### src/rtl/bcd_adder_4digit_pkg.sv
// Shared constants and types for the packed-BCD adder.
// Digit-level helpers live here so the top and the per-digit adder agree on widths.
package bcd_adder_4digit_pkg;

  localparam int unsigned BCD_DIGIT_W   = 4;
  localparam logic [3:0]  BCD_MAX_DIGIT = 4'd9;
  localparam logic [4:0]  BCD_CORR      = 5'd6;

  typedef logic [BCD_DIGIT_W-1:0] bcd_digit_t;

  function automatic logic digit_is_bad(input bcd_digit_t d);
    return d > BCD_MAX_DIGIT;
  endfunction

endpackage

### src/rtl/bcd_adder_4digit_digit_adder.sv
// Single-digit combinational BCD adder with +6 correction and non-BCD operand flag.
module bcd_digit_adder
  import bcd_adder_4digit_pkg::*;
(
  input  bcd_digit_t a_d,
  input  bcd_digit_t b_d,
  input  logic       ci,
  output bcd_digit_t s_d,
  output logic       co,
  output logic       bad
);

  logic [4:0] raw;

  always_comb begin
    raw = {1'b0, a_d} + {1'b0, b_d} + {4'b0000, ci};
    s_d = raw[3:0];
    co  = 1'b0;
    // A 4-bit add of the correction wraps exactly like (raw + 6)[3:0].
    if (raw > {1'b0, BCD_MAX_DIGIT}) begin
      s_d = raw[3:0] + BCD_CORR[3:0];
      co  = 1'b1;
    end
    bad = digit_is_bad(a_d) || digit_is_bad(b_d);
  end

endmodule

### src/rtl/bcd_adder_4digit.sv
// Registered packed-BCD adder: ripple chain of digit adders, result captured on in_valid.
module bcd_adder_4digit
  import bcd_adder_4digit_pkg::*;
#(
  parameter int unsigned NUM_DIGITS = 4
) (
  input  logic                          clk,
  input  logic                          rst,
  input  logic                          in_valid,
  input  logic [BCD_DIGIT_W*NUM_DIGITS-1:0] a,
  input  logic [BCD_DIGIT_W*NUM_DIGITS-1:0] b,
  input  logic                          cin,
  output logic [BCD_DIGIT_W*NUM_DIGITS-1:0] sum,
  output logic                          cout,
  output logic                          out_valid,
  output logic                          digit_err
);

  localparam int unsigned W = BCD_DIGIT_W * NUM_DIGITS;

  logic [NUM_DIGITS:0]   carry;
  logic [W-1:0]          sum_comb;
  logic [NUM_DIGITS-1:0] bad_digit;

  assign carry[0] = cin;

  for (genvar i = 0; i < NUM_DIGITS; i++) begin : g_digit
    bcd_digit_adder u_digit (
      .a_d (a[BCD_DIGIT_W*i +: BCD_DIGIT_W]),
      .b_d (b[BCD_DIGIT_W*i +: BCD_DIGIT_W]),
      .ci  (carry[i]),
      .s_d (sum_comb[BCD_DIGIT_W*i +: BCD_DIGIT_W]),
      .co  (carry[i+1]),
      .bad (bad_digit[i])
    );
  end

  logic [W-1:0] sum_d, sum_q;
  logic         cout_d, cout_q;
  logic         err_d, err_q;
  logic         valid_d, valid_q;

  always_comb begin
    sum_d   = sum_q;
    cout_d  = cout_q;
    err_d   = err_q;
    valid_d = in_valid;
    if (in_valid) begin
      sum_d  = sum_comb;
      cout_d = carry[NUM_DIGITS];
      err_d  = |bad_digit;
    end
  end

  always_ff @(posedge clk or posedge rst) begin
    if (rst) begin
      sum_q   <= '0;
      cout_q  <= 1'b0;
      err_q   <= 1'b0;
      valid_q <= 1'b0;
    end else begin
      sum_q   <= sum_d;
      cout_q  <= cout_d;
      err_q   <= err_d;
      valid_q <= valid_d;
    end
  end

  assign sum       = sum_q;
  assign cout      = cout_q;
  assign digit_err = err_q;
  assign out_valid = valid_q;

endmodule

### config.mk
export PLATFORM = sky130hd
export DESIGN_NAME = bcd_adder_4digit
export DESIGN_NICKNAME = d
export VERILOG_FILES = /design/src/rtl/bcd_adder_4digit_pkg.sv /design/src/rtl/bcd_adder_4digit_digit_adder.sv /design/src/rtl/bcd_adder_4digit.sv
export SDC_FILE = /design/constraint.sdc
export NUM_CORES = 1
export LEC_CHECK = 0
export CAP_MARGIN = 10
export CORE_ASPECT_RATIO = 1.25
export CORE_MARGIN = 3
export CORE_UTILIZATION = 35
export DETAILED_ROUTE_END_ITERATION = 8
export GPL_TIMING_DRIVEN = 0
export PLACE_DENSITY = 0.62
export SLEW_MARGIN = 5
export SYNTH_ARGS = -nofsm -noshare
export SYNTH_HDL_FRONTEND = slang
export SYNTH_SLANG_ARGS = --single-unit
### constraint.sdc
create_clock -name clk -period 1 [get_ports clk]
set_input_delay 0.15 -clock clk [delete_from_list [all_inputs] [get_ports clk]]
set_output_delay 0.15 -clock clk [all_outputs]
set_load 0.03 [all_outputs]
Word level (Yosys, flattened, before mapping)
Cells that the tools add are included.

operators by class
  $add $sub $neg = 12
  magnitude comparators = 12
  multiplexer cells = 8
  reductions and logical operators = 5

operators by type and width
  operator                                                              count
  4-bit > comparator, second input constant                             8
  4-bit by 4-bit adder with 5-bit output                                4
  5-bit by 1-bit adder with 5-bit output                                4
  5-bit by 4-bit > comparator with 1-bit output, second input constant  4
  4-bit by 3-bit adder with 4-bit output, second input constant         4
  4-bit two-way mux                                                     4
  1-bit logical OR                                                      4
  1-bit two-way mux                                                     4
  4-bit OR reduction                                                    1

storage, ports and cells
  flip-flop bits (word level) = 19
  input bits = 36
  output and inout bits = 19
  word-level logic and storage cells = 41

Longest topological paths before layout
Gate-level depths: netlist (run 1).

  depth after elaboration = 13
  gate-level depth with buffers = 33
  gate-level depth less buffers = 33

Modules after synthesis
Synthesis (run 1) repeated with hierarchy kept, for this count alone.

unflattened totals
  cell total of the unflattened synthesis = 142
  area, all modules = 1647.8 µm²

modules (own cells, without submodules)
  module            times used  cells an instance  area each (µm²)  seq. area each (µm²)
  bcd_digit_adder   4           25                 225.2            0.0
  bcd_adder_4digit  1           42                 747.0            475.5

Worst setup path after synthesis (run 1)
Ideal clock, no wire load.

  kind = input port to flip-flop
  start = input port a[0]
  end = register sum_q[13] (netlist: sum[13])
  setup time = 0.125 ns
  data arrival time = 7.280 ns
  data required time = 0.875 ns
  slack = -6.405 ns
  stages on the path = 33
  buffers on the path = 0
  cell sequence = fa_1 fa_1 xnor2_1 ha_1 nand2_1 a32oi_1 and3_4 and2b_2 fa_1 inv_1 fa_1 inv_1 ha_1 nand2b_1 a22o_1 o31a_1 fa_1 inv_1 fa_1 inv_1 ha_1 nand2b_1 a22o_1 o31a_1 fa_1 inv_1 fa_1 xor2_1 inv_1 ha_1 o41a_1 xnor2_1 mux2_2

on the way
  longest elaborated chain between the ends = 13

ends and longest elaborated chain
  element                                                                                                  RTL line                                                                RTL
  start: declaration                                                                                       bcd_adder_4digit.sv:10                                                  input logic [BCD_DIGIT_W*NUM_DIGITS-1:0] a,
  4-bit by 4-bit adder with 5-bit output *                                                                 bcd_adder_4digit_digit_adder.sv:16                                      raw = {1'b0, a_d} + {1'b0, b_d} + {4'b0000, ci};
  5-bit by 1-bit adder with 5-bit output *                                                                 bcd_adder_4digit_digit_adder.sv:16
  5-bit by 4-bit > comparator with 1-bit output *                                                          bcd_adder_4digit_digit_adder.sv:20                                      if (raw > {1'b0, BCD_MAX_DIGIT}) begin
  1-bit two-way mux *                                                                                      bcd_adder_4digit_digit_adder.sv:20
  5-bit by 1-bit adder with 5-bit output *                                                                 bcd_adder_4digit_digit_adder.sv:16
  5-bit by 4-bit > comparator with 1-bit output *                                                          bcd_adder_4digit_digit_adder.sv:20
  1-bit two-way mux *                                                                                      bcd_adder_4digit_digit_adder.sv:20
  5-bit by 1-bit adder with 5-bit output *                                                                 bcd_adder_4digit_digit_adder.sv:16
  5-bit by 4-bit > comparator with 1-bit output *                                                          bcd_adder_4digit_digit_adder.sv:20
  1-bit two-way mux *                                                                                      bcd_adder_4digit_digit_adder.sv:20
  5-bit by 1-bit adder with 5-bit output *                                                                 bcd_adder_4digit_digit_adder.sv:16
  4-bit by 3-bit adder with 4-bit output or 5-bit by 4-bit > comparator with 1-bit output (tied branches)  bcd_adder_4digit_digit_adder.sv:21, bcd_adder_4digit_digit_adder.sv:20
  4-bit two-way mux *                                                                                      bcd_adder_4digit_digit_adder.sv:20
  end signal: assignment                                                                                   bcd_adder_4digit.sv:62                                                  sum_q <= sum_d;
  end: declaration                                                                                         bcd_adder_4digit.sv:38                                                  logic [W-1:0] sum_d, sum_q;

Every way passes the cells marked *; elsewhere a longest branch is shown, timed or not.
A chain may end at the register's enable or synchronous reset.

Worst setup path in the final report (run 1)
Same ends and word-level chain as after synthesis.

==> reports/qor.yml, run 1 <==
final_util_pct: 61.8
n_fill_cell: 424
cts_sinks: 19
maxSlewHeadroom_pct: 52.3
synthMuxAreaShare_pct: 3.29
cellPowerDensity_nw_per_um2: 1820
crit_path_frequent_cell: "fa_2"
row_count: 27
cp.required_ns: 1.14
antenna_found_initial: 0
drive_above_1_share_pct: 44.5
slowest_delay_ns: 0.44
grt_use_total_pct: 16.9
tritoncts: "built"
start_util_pct: 37.0
cts.clk_slew.worst_paths_ns: 0.07
coreArea_um2: 4530
cts.path.max_buffers: 2
holdPathEnd: "out_valid"
syn-instance-count: 176
critPathKind: "primary input to flip-flop"
fin_area_um2: 2800
synth_edf_count: 0
ys_ff_latch: 19
cap_viol_max_count: 0
timing.final.crit_share_pct: 710
grt_pass1_vias: 1648
ios: 55
reg2reg_from: "sum[10]"
r2r_end: "sum[10]"
ant_nets: 0
hold-path-cell-count: 1
p_total_mw: 5.08
clockRootBuffer: "clkbuf_8"
cts_buffers: 3
cp-end-kind: "flip-flop"
worst_setup_path_start_kind: "primary input"
synth_top_family_by_area: "adder cells"
hp-class: "primary input to flip-flop"
violations: "negative setup slack"
post_drt_wl_per_cell_um: 14.5
area_growth_pct: 66.9
dp_hpwl_um: 3380
crit_fanout: 3
fin_ws_ns: -6.10
worstPathArrival_ns: 7.24
vdd_drop_max_uv: 1170
outcome: "finished, violations left"
fin_crit_ns: 7.10
syn_nets: 239
synth_area_leaders: "dfrtp_1 28%, ha_1 14%, fa_1 9.6%"
whs_ns: 0.126
vias: 1619
worstSkewPairLatency_ns: 0.25
routabilityCongestion: 0.804
synth_area_leader_cell: "dfrtp_1"
diodes: 0
setup_violations: 16
via_per_inst: 5.16
reg2reg_slack_ns: 0.16
hold_viol_final: 0
yosysTopAreaCellShare_pct: 28.4
synth-adder-area-share_pct: 23.7
max_freq_mhz: 141
placed_area_um2: 2350
p_leak_nw: 1.28
async_flop_share_pct: 100
fp.dieW_um: 67.9
htreeDepth: 1
finalClockSkew_ns: 0
nets: 320
synth_area_per_cell_um2: 9.52
die-area_um2: 5660
dieHeight_um: 83.4
slowest_stage: "fa_2"
rsz0062_at_grt: "yes"
grt_pass1_wl_um: 7540
port_buffers: 54
drt_iter0_markers: 63
slew_viol_final: 0
drtPass1Iterations: 6
synth_xor_area_share_pct: 3.66
min_from: "in_valid"
ys_types: 41
synth-compound-area-share_pct: 22.3
wl_um: 4550
yosys.area_share.simple_pct: 14.4
drc: 0
netlist_area_um2: 1680
r2r_cells: 3
ys_top_cells_by_count: "19 x dfrtp_1, 19 x ha_1, 16 x inv_1"
tightest_slew_ns: 0.715
gr-total-overflow: 0
ys.warnings.count: 0
ys.flop_type: "dfrtp_1"
yosysSeqAreaShare_pct: 28.4
grt_max_degree: 20
-- sequential cells by signal, indices dropped and copies added (netlist names) --
register	count
cout	1
digit_err	1
out_valid	1
sum	16
-- power by group --
| part | leakage (nW) | internal, mW | switching, mW | total, mW |
|---|---|---|---|---|
| Sequential | 0.220 | 1.01 | 0.172 | 1.18 |
| Combinational | 1.04 | 1.70 | 1.67 | 3.37 |
| Clock | 0.0228 | 0.283 | 0.244 | 0.527 |
-- per-layer routing --
| metal | wire, µm | part of all wire [%] | global-route usage [%] | up-vias |
|---|---|---|---|---|
| li1 | - | - | - | 797 |
| met1 | 1840 | 40 | 21.5 | 773 |
| met2 | 2440 | 54 | 29.4 | 43 |
| met3 | 186 | 4.1 | 1.35 | 6 |
| met4 | 86 | 1.9 | 4.88 | 0 |
| met5 | 0 | 0 | 0 | - |
-- how the worst max path moves through the flow --
stage | from | depth (start not counted) | endpoint | slack (ns)
finish | a[0] | 34 | sum[13] | -6.10
global route | a[0] | 34 | sum[13] | -6.32
CTS | a[0] | 34 | sum[13] | -6.10
detailed placement | cin | 34 | sum[13] | -7.15
global placement | cin | 34 | sum[13] | -7.10
floorplan | cin | 33 | sum[13] | -6.16
-- placed cells by master, fill, tap and decap left out, drive strengths merged, types with 4 or more instances in the layout --
| cell type | synthesis | routed |
|---|---|---|
| inv | 16 | 16 |
| a21oi | 13 | 13 |
| dlymetal6s2s | 0 | 7 |
| clkbuf | 3 | 6 |
| xnor2 | 6 | 6 |
| o311ai | 4 | 4 |
| buf | 0 | 45 |
| nor2 | 14 | 14 |
| fa | 8 | 8 |
| clkdlybuf4s50 | 0 | 23 |
| mux2 | 4 | 4 |
| ha | 19 | 19 |
| o21ai | 12 | 12 |
| a21o | 6 | 6 |
| nand2 | 9 | 9 |
| dfrtp | 19 | 19 |
-- stage by stage --
stage / setup TNS [ns] / setup slack, ns / std cells
CTS: -59.08 / -6.10 / 308
floorplan: -58.83 / -6.16 / 176
global route: -61.93 / -6.32 / 314
detailed placement: -78.84 / -7.15 / 288
global placement: -78.11 / -7.10 / 288
finish: -59.50 / -6.10 / 314
-- critical path: cells and delay by family --
kind,cells,cell delay [ns]
mux,1,0.26
xor+xnor,3,0.52
fa+ha+maj,12,3.55
simple gates,4,0.54
compound gates,6,1.54
buf+inv,8,0.65
-- timing repair --
item | 4_1_cts | 5_1_grt
hold buffers | 0 | 0
setup endpoints to repair | 37 | 32
gates resized for setup | 144 | 80
pin swaps | 25 | 16
setup buffers | 16 | 7
-- layout make-up --
cell class                 count  area [µm²]  share of cell area, %
buffer                         3        22.5                  0.805
sequential                    19         475                   17.0
inverter                      16        62.6                   2.24
timing repair buffer          76         693                   24.8
clock buffer                   4        45.0                   1.61
tap                           58        72.6                   2.60
multi-input combinational    138        1430                   51.0
-- logic make-up (layout without fill, tap and decap cells) --
logic type,Yosys count,after routing
AO/OA/AOI/OAI,56,56
XOR/XNOR,7,7
adder cells (fa/ha/maj),27,27
buffers and inverters,19,99
flip-flops,19,19
multiplexers,5,5
AND/OR/NAND/NOR,43,43
Power figures use the tool's default switching activity.
==> run 2, diff against run 1 <==
- CORE_UTILIZATION: 35 -> 45
- PLACE_DENSITY: 0.62 -> 0.76
==> reports/qor.yml, run 2 (synthesized netlist as in run 1, its figures left out) <==
fp.dieW_um: 60.6
largest_reg_flops: 16
critPathKind: "primary input to flip-flop"
hp-class: "primary input to flip-flop"
top_usage_layer: "met2"
coreArea_um2: 3540
routabilityCongestion: 0.811
via_per_inst: 5.80
tritoncts: "built"
post_drt_wl_per_cell_um: 18.2
maxSlewHeadroom_pct: 52.8
clockRootBuffer: "clkbuf_8"
worstPathArrival_ns: 7.36
worstSkewPairLatency_ns: 0.25
grt_use_total_pct: 22.1
start_util_pct: 47.3
dieHeight_um: 74.2
crit_path_frequent_cell: "fa_2"
cap_viol_max_count: 0
grt_use_met2_pct: 40.9
use_met1_pct: 25.6
worst_setup_path_start_kind: "primary input"
hold_viol_final: 0
port_buffers: 54
final_cell_mix: "19 x dfrtp_1, 19 x clkdlybuf4s50_1, 18 x buf_2, 16 x buf_4, 13 x nor2_1"
cp-end-kind: "flip-flop"
area_growth_pct: 59.9
fin_ws_ns: -6.22
ant_nets: 0
tightest_slew_ns: 0.707
row_count: 24
diodes: 0
grt_pass1_vias: 1697
fin_area_um2: 2680
slowest_stage: "fa_2"
cts.clk_slew.worst_paths_ns: 0.07
slowest_delay_ns: 0.45
p_leak_nw: 1.27
fin_crit_ns: 7.22
vias: 1681
drtPass1Iterations: 4
stdcell_count: 290
max_freq_mhz: 138
vdd_drop_max_uv: 1040
placed_area_um2: 2320
ios: 55
violations: "negative setup slack"
dp_hpwl_um: 3700
grt_pass1_wl_um: 7560
path_delay_family: "adder cells"
grt_util_met3_pct: 1.22
n_fill_cell: 237
wl_um: 5290
cts.path.max_buffers: 2
htreeDepth: 1
reg2reg_from: "sum[4]"
cp.required_ns: 1.14
rsz0062_at_grt: "yes"
setup_violations: 16
outcome: "finished, violations left"
crit_fanout: 3
critPathBufInv: 7
cellPowerDensity_nw_per_um2: 1840
drt_iter0_markers: 49
timing.final.crit_share_pct: 722
antenna_found_initial: 0
finalClockSkew_ns: 0
tns_ns: -61.40
drc: 0
nets: 315
crit_start: "a[0]"
grt_max_degree: 20
drive_above_1_share_pct: 41.8
slew_viol_final: 0
cts_sinks: 19
gr-total-overflow: 0
p_total_mw: 4.93
die-area_um2: 4500
placed_cells: 269
min_from: "in_valid"
cts_buffers: 3
-- run 2: layer usage --
layer	vias to the layer above	share of wire [%]
met4	0	3.0
li1	791	-
met3	18	3.9
met2	65	56
met1	807	37
met5	-	0
-- run 2: cell type report --
class                           instances  area, µm²  area share [%]
Multi-Input combinational cell        138       1400            52.1
Timing Repair Buffer                   71        631            23.5
Clock inverter                          1       5.00           0.187
Inverter                               16       62.6            2.34
Buffer                                  3       20.0           0.747
Sequential cell                        19        475            17.7
Tap cell                               39       48.8            1.82
Clock buffer                            3       41.3            1.54
-- run 2: report_power, final --
| group | internal (mW) | switching, mW |
|---|---|---|
| clock | 0.277 | 0.251 |
| combinational | 1.52 | 1.71 |
| sequential | 1.01 | 0.159 |
-- run 2: worst paths after layout --
path | to | slack, ns | depth (start not counted)
worst max-delay path | sum[13] | -6.22 | 34
worst min-delay path | out_valid | 0.12 | 1
worst max register to register | sum[4] | 0.19 | 3
worst min register to register | sum[0] | 0.51 | 1
max in group asynchronous | sum[9] | 0.25 | 2
min in group asynchronous | sum[15] | 0.31 | 2
-- run 2: what timing repair did --
action / in CTS / in global routing
gates resized for setup: 136 / 54
hold buffers: 0 / 0
pin swaps: 25 / 19
setup endpoints to repair: 37 / 22
cloned: 0 / 0
setup buffers: 12 / 7
-- run 2: through the flow --
step	setup WS, ns	hold slack, ns	util (%)
finish	-6.22	0.120	75.6
CTS	-6.11	0.323	69.5
global placement	-6.96	0.492	65.5
detailed placement	-7.17	0.485	65.5
global route	-6.50	0.122	75.6
floorplan	-6.16	0.101	-
